--- src/rtl/fetch_redirect_unit.sv ---
// IF-stage PC controller: owns the PC, handshakes with instruction memory,
// applies branch/jump redirects, flushes the wrong-path word, counts redirects.
// Ports: clk, reset (async, active-high); Stall, PCSrc/BranchTarget,
// Jump/JumpTarget, IMemReady in; IMemReq, IMemAddr, PCPlus4, IF_Valid,
// IF_ID_Flush, RedirectCount out.
// Option macro DELAY_SLOT_EN: the word in IF when a redirect is accepted
// is delivered as an architectural delay slot and IF_ID_Flush is tied low.
module fetch_redirect_unit #(
  parameter logic [31:0] RESET_PC = 32'h0000_0000,
  parameter int          CNT_W    = 16
) (
  input  logic             clk,
  input  logic             reset,
  input  logic             Stall,
  input  logic             PCSrc,
  input  logic [31:0]      BranchTarget,
  input  logic             Jump,
  input  logic [31:0]      JumpTarget,
  input  logic             IMemReady,
  output logic             IMemReq,
  output logic [31:0]      IMemAddr,
  output logic [31:0]      PCPlus4,
  output logic             IF_Valid,
  output logic             IF_ID_Flush,
  output logic [CNT_W-1:0] RedirectCount
);

  typedef enum logic [1:0] {
    BOOT,
    FETCH,
    PENDING
  } state_t;

  state_t      state;
  logic [31:0] pc;
  logic [31:0] pend_pc;
  logic [31:0] target;
  logic [31:0] pend_nxt;
  logic        redirect;

  localparam logic [CNT_W-1:0] CNT_ONE =
    {{(CNT_W-1){1'b0}}, 1'b1};

  assign redirect = (PCSrc | Jump) & ~Stall;
  assign target   = Jump ? JumpTarget : BranchTarget;
  // a redirect arriving while already waiting replaces the stored target
  assign pend_nxt = redirect ? target : pend_pc;
  assign IMemAddr = pc;
  assign PCPlus4  = pc + 32'd4;

  always_comb begin
    IMemReq = 1'b0;
    unique case (state)
      FETCH:   IMemReq = ~Stall;
      PENDING: IMemReq = 1'b1;
      default: IMemReq = 1'b0;
    endcase
  end

  always_comb begin
    IF_Valid = 1'b0;
    unique case (state)
`ifdef DELAY_SLOT_EN
      FETCH:   IF_Valid = ~Stall & IMemReady;
      PENDING: IF_Valid = IMemReady;
`else
      FETCH:   IF_Valid = ~Stall & ~redirect & IMemReady;
      PENDING: IF_Valid = 1'b0;
`endif
      default: IF_Valid = 1'b0;
    endcase
  end

`ifdef DELAY_SLOT_EN
  assign IF_ID_Flush = 1'b0;
`else
  assign IF_ID_Flush = redirect & ~reset;
`endif

  always_ff @(posedge clk or posedge reset) begin
    if (reset) begin
      state         <= BOOT;
      pc            <= RESET_PC;
      pend_pc       <= 32'd0;
      RedirectCount <= '0;
    end else begin
      if (redirect && (RedirectCount != '1))
        RedirectCount <= RedirectCount + CNT_ONE;
      unique case (state)
        BOOT: state <= FETCH;
        FETCH: begin
          if (!Stall) begin
            if (redirect) begin
              if (IMemReady) begin
                pc <= target;
              end else begin
                pend_pc <= target;
                state   <= PENDING;
              end
            end else if (IMemReady) begin
              pc <= PCPlus4;
            end
          end
        end
        PENDING: begin
          if (IMemReady) begin
            pc    <= pend_nxt;
            state <= FETCH;
          end else begin
            pend_pc <= pend_nxt;
          end
        end
        default: state <= BOOT;
      endcase
    end
  end

endmodule
--- config.mk ---
export PLATFORM = sky130hd
export DESIGN_NAME = fetch_redirect_unit
export DESIGN_NICKNAME = d
export VERILOG_FILES = /design/src/rtl/fetch_redirect_unit.sv
export SDC_FILE = /design/constraint.sdc
export NUM_CORES = 1
export LEC_CHECK = 0
export CAP_MARGIN = 20
export CORE_MARGIN = 3
export CORE_UTILIZATION = 35
export DETAILED_ROUTE_END_ITERATION = 16
export PLACE_DENSITY = 0.6
export SLEW_MARGIN = 5
export SYNTH_ARGS = -nofsm -noshare
export SYNTH_HDL_FRONTEND = slang
export SYNTH_SLANG_ARGS = --single-unit
export TNS_END_PERCENT = 50
--- constraint.sdc ---
create_clock -name clk -period 3.7 [get_ports clk]
set_clock_uncertainty 0.2 [all_clocks]
set_input_delay 0.74 -clock clk [delete_from_list [all_inputs] [get_ports clk]]
set_output_delay 0.74 -clock clk [all_outputs]
set_load 0.05 [all_outputs]
* Word level (Yosys, flattened, before mapping)
Cells that the tools add are included.
** Word-level totals
- ROM bits :: 0
- Output and inout bits :: 83
- Latch bits :: 0
- Flip-flop bits (word level) :: 82
- RAM bits :: 0
- Memories :: 0
- Input port bits :: 70
** Operators by class
- Multiplexer cells :: 20
- Reduce and logical (&&, ||, !) cells :: 6
- Div/mod/pow operators :: 0
- $add $sub $neg :: 2
- Shift-type cells :: 0
- Multiply operators :: 0
- Equal/unequal tests :: 9
- Bitwise operators :: 8
- $lt $le $gt $ge :: 0
** Operator list (count)
- 2-to-1 mux 32 bit :: 11
- case mux 32 bit (2 select lines) :: 2
- adder 32 x 3 -> 32 bit, second input constant :: 1
- adder 16 x 1 -> 16 bit, second input constant :: 1
- != test 16 bit, second input constant :: 1
- != test 2 bit, second input constant :: 6
- 2-to-1 mux 2 bit :: 4
- AND reduction 4 bit :: 2
- case mux 2 bit (3 select lines) :: 1
- AND reduction 5 bit :: 1
- AND 1 bit :: 4
- NOT 1 bit :: 3
- equality test 2 x 1 -> 1 bit, second input constant :: 1
- equality test 2 bit, second input constant :: 1
- logical NOT 2 bit :: 1
- case mux 1 bit (2 select lines) :: 1
- nonzero test 2 bit :: 1
- logical AND 1 bit :: 1
- 2-to-1 mux 1 bit :: 1
- OR 1 bit :: 1

* Logic depth before layout (Yosys ltp)
- Depth after elaboration :: 6
- Gate-level depth with buffers :: 8

* Least setup slack after synthesis
OpenSTA, ideal clock, no wires.
- Kind :: register to output
- Start point :: register pc[2], in the netlist IMemAddr[2]
- End point :: output PCPlus4[30]
- Slack :: -120 ps
- Path buffers :: 0
- Required time :: 2760 ps
- Arrival :: 2880 ps
- Cell stages (with the launch flop) :: 6
- Cells stage by stage :: dfrtp_1 -> ha_1 -> nand3_1 -> or4_1 -> or2_1 -> xnor2_1
** Between the ends
- Cells in the longest elaborated chain, start to end :: 1
** Ends and longest elaborated chain
- start: declaration :: RTL line 35 : logic [31:0] pc;
- start signal: assignment :: RTL line 95 : pc <= target;
- start signal: assignment :: RTL line 101 : pc <= PCPlus4;
- start signal: assignment :: RTL line 107 : pc <= pend_nxt;
- adder 32 x 3 -> 32 bit :: RTL line 49 : assign PCPlus4 = pc + 32'd4;
- end: declaration :: RTL line 22 : output logic [31:0] PCPlus4,
Every way passes these cells.

* Worst setup path in the final report
- Start point :: register pc[4], in the netlist IMemAddr[4]
- End point :: output PCPlus4[21]
Same word-level chain as after synthesis.

==> results.txt <==
- In this run the worst path has a maximum fanout of 9.
- CTS placed an instance of sky130_fd_sc_hd__clkbuf_16 at the clock tree root.
* R2R Setup Slk: ~1300 ps
- Routability-driven placement finished with a final weighted congestion of 0.8875.
- The routed layout has 4947 vias.
* #FFs+latches synth: 82
* FF-to-FF Start: IMemAddr[4]
* Number of global-route vias before repair: between 4000 and 5000
- The worst setup path is launched from a flip-flop.
- TritonCTS built the clock tree.
- The number of antenna diodes in the final layout is 0.
- Final period util: 0.9567
* Routed WL per cell: around 18 µm
* Measured slew at the worst slew-check pin: a little over 700 ps
* Standby leakage power: 3.056 nW
- In the synthesized netlist, the number of instances is about 570.
* Arr. time, crit path: 2600 ps
* Total design power: between 6 and 7 mW
* Min-Delay Path Depth: 1
- The count of cells in the finished layout, fillers not included, comes to ~900.
- Synthesis warning total: 0
- Using the TritonRoute via totals, the vias-per-cell ratio works out to 5.509.
- Reg2Reg Capture Point: IMemAddr[21]
- Initial core utilization: 0.3610
- Leaving out fill and tap cells, the most frequent cell in the layout is sky130_fd_sc_hd__clkdlybuf4s50_1.
- Dpl cells: 881
- Post-Route WL: 15.81 mm
- The run finished with clean final reports.
* Data required time at the worst endpoint: between 2000 and 3000 ps
* Layout overhead on the synthesized area: 40.09%
- Maximum buffer depth of the clock tree: 2
- The number of antenna violations at the first check in global routing was 0.
- Worst setup margin: roughly 160 ps
* Path type of the worst min-delay path: flip-flop to flip-flop
- Number of violations reported at the end of detailed-routing iteration 0: around 350
- Area occupied by multi-input gates: between 3000 and 4000 µm²
- Fraction of final layout cells sized beyond drive strength 1: 0.1176
* Layout Utilization: 0.5057
- The path with the worst hold slack has its endpoint at RedirectCount[15].
- Post-synthesis instance area: ~5300 µm²
- For this run, the total global-route usage over all layers was measured as 0.1880.
- The most critical setup path has its startpoint at IMemAddr[4].
- Avg Cell Area, Syn: around 9 µm²
- Worst setup EP type: output pin
- The count of pins over their slew limit is 0.
- Maximum vdd ir drop: approximately 0.44 mV
- After floorplanning, the core was sized to cover about 15000 µm².
- Power spread over the standard cell area amounts to ~900 nW/µm².
- The count of buffers added on input and output ports is 152.
- Sequential cell area: about 2100 µm²
- The number of hold violations in the final report was 0.
- Deepest level of the CTS H-tree: 3
- Number of buffers created by CTS: 9
* Filler cell count in the final layout: approximately 1400
- The critical path is of the flip-flop to output pin type.
* Pin count of the biggest net entering global routing: 48
* Fraction of the yosys area taken by sequential cells: 0.3882
- For this run, the detailed router's first-pass iteration total came to 5.
- In this run the core area contains 44 standard-cell rows.
* Vertical die dimension: 128.9 µm
- Clock net sink count: 82
- Area of the die: between 15000 and 20000 µm²
- DRC viols: 0
- Post-synth net total: 648
- Once detailed placement completed, the half-perimeter wirelength came to ~12 mm.
- Highest Clock Rate: between 200 and 300 MHz
* Most frequent cells in the layout: sky130_fd_sc_hd__clkdlybuf4s50_1 (129), sky130_fd_sc_hd__dfrtp_1 (81), sky130_fd_sc_hd__mux2i_1 (57), sky130_fd_sc_hd__nor2_1 (54), sky130_fd_sc_hd__a21oi_1 (42)
- Dominant synthesized flop cell: sky130_fd_sc_hd__dfrtp_1
- Skew-Pair Late Insertion Delay: about 330 ps
- The net count of the finished layout is a little under 800.
- Global-route congestion overflow total: 0
- Source of the worst hold timing path: RedirectCount[15]
* Time the final worst path needs with I/O delays and setup: 3540 ps
- Setup repair after global routing missed its margin: false
* Count of pins on the block boundary: about 150
- The first global-routing pass estimated roughly 25 mm of wire.
- The number of cells on the worst reg-to-reg path is 4.
* Clock transition at the registers of the reported paths: 60 ps
* Pre-CTS setup slack: approximately 36 ps
* Relative slew margins: 0.5202
* Count of cell types in the netlist: slightly below 60
- In this run the remaining antenna-violating nets after routing total 0.
- Setup violations remaining at the end of the flow were counted as 0.
- From left edge to right edge, the die measures 128.9 µm.
* Share of async-settable or async-resettable flops after synthesis: 1.000
- Number of enable flip-flop cells after synthesis: 0
* Hold-fix buffer count after cts: 0
- Across the run, the number of max-cap violations was 0.
stage by stage:
stage	hold WS, ps	instance area [µm²]	setup TNS, ps
2_1_floorplan	272.7	5301	-56.01
3_3_place_gp	282.6	7066	0
3_5_place_dp	285.3	7066	0
4_1_cts	290.9	7387	0
5_1_grt	321.6	7406	0
6_report	288.4	7406	0
sequential cells by signal (all words and copies together) (netlist names):
| register | flops |
|---|---|
| RedirectCount | 16 |
| state | 2 |
| pend_pc | 32 |
| IMemAddr | 32 |
cell families (layout without fill, tap and decap cells):
logic type                 after synthesis  count (layout)  share of synthesized area
and+or+nand+nor                        198             198                     0.1955
AOI/OAI and AO/OA                      124             124                     0.1572
DFF                                     82              82                     0.3882
muxes                                   69              69                     0.1335
buffers and inverters                   54             195                    0.04592
xor gates and xnor gates                41              41                    0.06793
adders and majority gates                5               5                    0.01183
worst max-delay path, stage by stage, from the launching register on:
cell,delay [ps]
sky130_fd_sc_hd__dfrtp_1,540
sky130_fd_sc_hd__nand4_2,310
sky130_fd_sc_hd__or3_1,580
sky130_fd_sc_hd__or3_4,470
sky130_fd_sc_hd__xnor2_2,190
sky130_fd_sc_hd__buf_12,160
synthesized netlist by cell type, types with 4 or more instances:
| cell type | n | area share |
|---|---|---|
| sky130_fd_sc_hd__dfrtp_1 | 82 | 0.39 |
| sky130_fd_sc_hd__o211ai_1 | 8 | 0.011 |
| sky130_fd_sc_hd__a31oi_1 | 4 | 0.0047 |
| sky130_fd_sc_hd__buf_2 | 14 | 0.013 |
| sky130_fd_sc_hd__o311ai_1 | 4 | 0.0066 |
| sky130_fd_sc_hd__or4_1 | 5 | 0.0071 |
| sky130_fd_sc_hd__o21ai_0 | 17 | 0.016 |
| sky130_fd_sc_hd__mux2i_1 | 57 | 0.11 |
| sky130_fd_sc_hd__clkbuf_1 | 21 | 0.015 |
| sky130_fd_sc_hd__a21oi_1 | 43 | 0.041 |
| sky130_fd_sc_hd__nor3_1 | 18 | 0.017 |
| sky130_fd_sc_hd__xnor2_1 | 16 | 0.027 |
| sky130_fd_sc_hd__and4_1 | 6 | 0.0099 |
| sky130_fd_sc_hd__o2bb2ai_1 | 5 | 0.0083 |
| sky130_fd_sc_hd__buf_1 | 4 | 0.0028 |
| sky130_fd_sc_hd__nand2_1 | 38 | 0.027 |
| sky130_fd_sc_hd__or2_1 | 4 | 0.0047 |
| sky130_fd_sc_hd__mux2_2 | 12 | 0.026 |
| sky130_fd_sc_hd__a211oi_1 | 6 | 0.0085 |
| sky130_fd_sc_hd__and3_1 | 8 | 0.0095 |
| sky130_fd_sc_hd__ha_1 | 5 | 0.012 |
| sky130_fd_sc_hd__inv_1 | 11 | 0.0078 |
| sky130_fd_sc_hd__nand3_1 | 19 | 0.018 |
| sky130_fd_sc_hd__nand4_1 | 11 | 0.013 |
| sky130_fd_sc_hd__o311ai_0 | 10 | 0.017 |
| sky130_fd_sc_hd__nor4_1 | 11 | 0.013 |
| sky130_fd_sc_hd__nor2_1 | 54 | 0.038 |
| sky130_fd_sc_hd__xor2_1 | 25 | 0.041 |
| sky130_fd_sc_hd__or2_2 | 4 | 0.0047 |
| sky130_fd_sc_hd__nor2b_1 | 5 | 0.0059 |
power breakdown:
part | leakage [nW] | total [mW] | internal [mW] | switching [mW]
Clock | 0.149 | 0.968 | 0.610 | 0.357
Combinational | 1.95 | 4.08 | 1.52 | 2.55
Sequential | 0.955 | 1.80 | 1.29 | 0.509
Total | 3.06 | 6.84 | 3.42 | 3.42
routing by layer:
layer,vias up,routed length (µm),part of all wire,global-route usage
li1,2375,-,-,-
met1,2357,7081,0.45,0.2545
met2,193,7309,0.46,0.3000
met3,22,1097,0.069,0.04400
met4,0,323,0.020,0.05744
met5,-,0,0,0
layout make-up:
cell class,count,share of cell area
clock buffers,12,0.03328
flip-flops and latches,82,0.2772
well taps,184,0.03109
multi-input cells,437,0.4107
inverters,11,0.005744
clock inverters,4,0.01014
repair buffers,168,0.2318
worst max path at each step:
stage,slack [ps],endpoint,cells after the start
final,160,PCPlus4[21],5
after global routing,30,PCPlus4[30],6
after CTS,20,PCPlus4[30],6
after detailed placement,40,IMemAddr[20],5
after global placement,230,IMemAddr[20],5
after floorplan,-30,PCPlus4[28],6
timing repair:
action	in CTS	in global routing
resized for setup	0	4
endpoints found under the setup margin	0	7
buffers inserted	0	0
No activity file was read; power rests on OpenSTA's default activity.
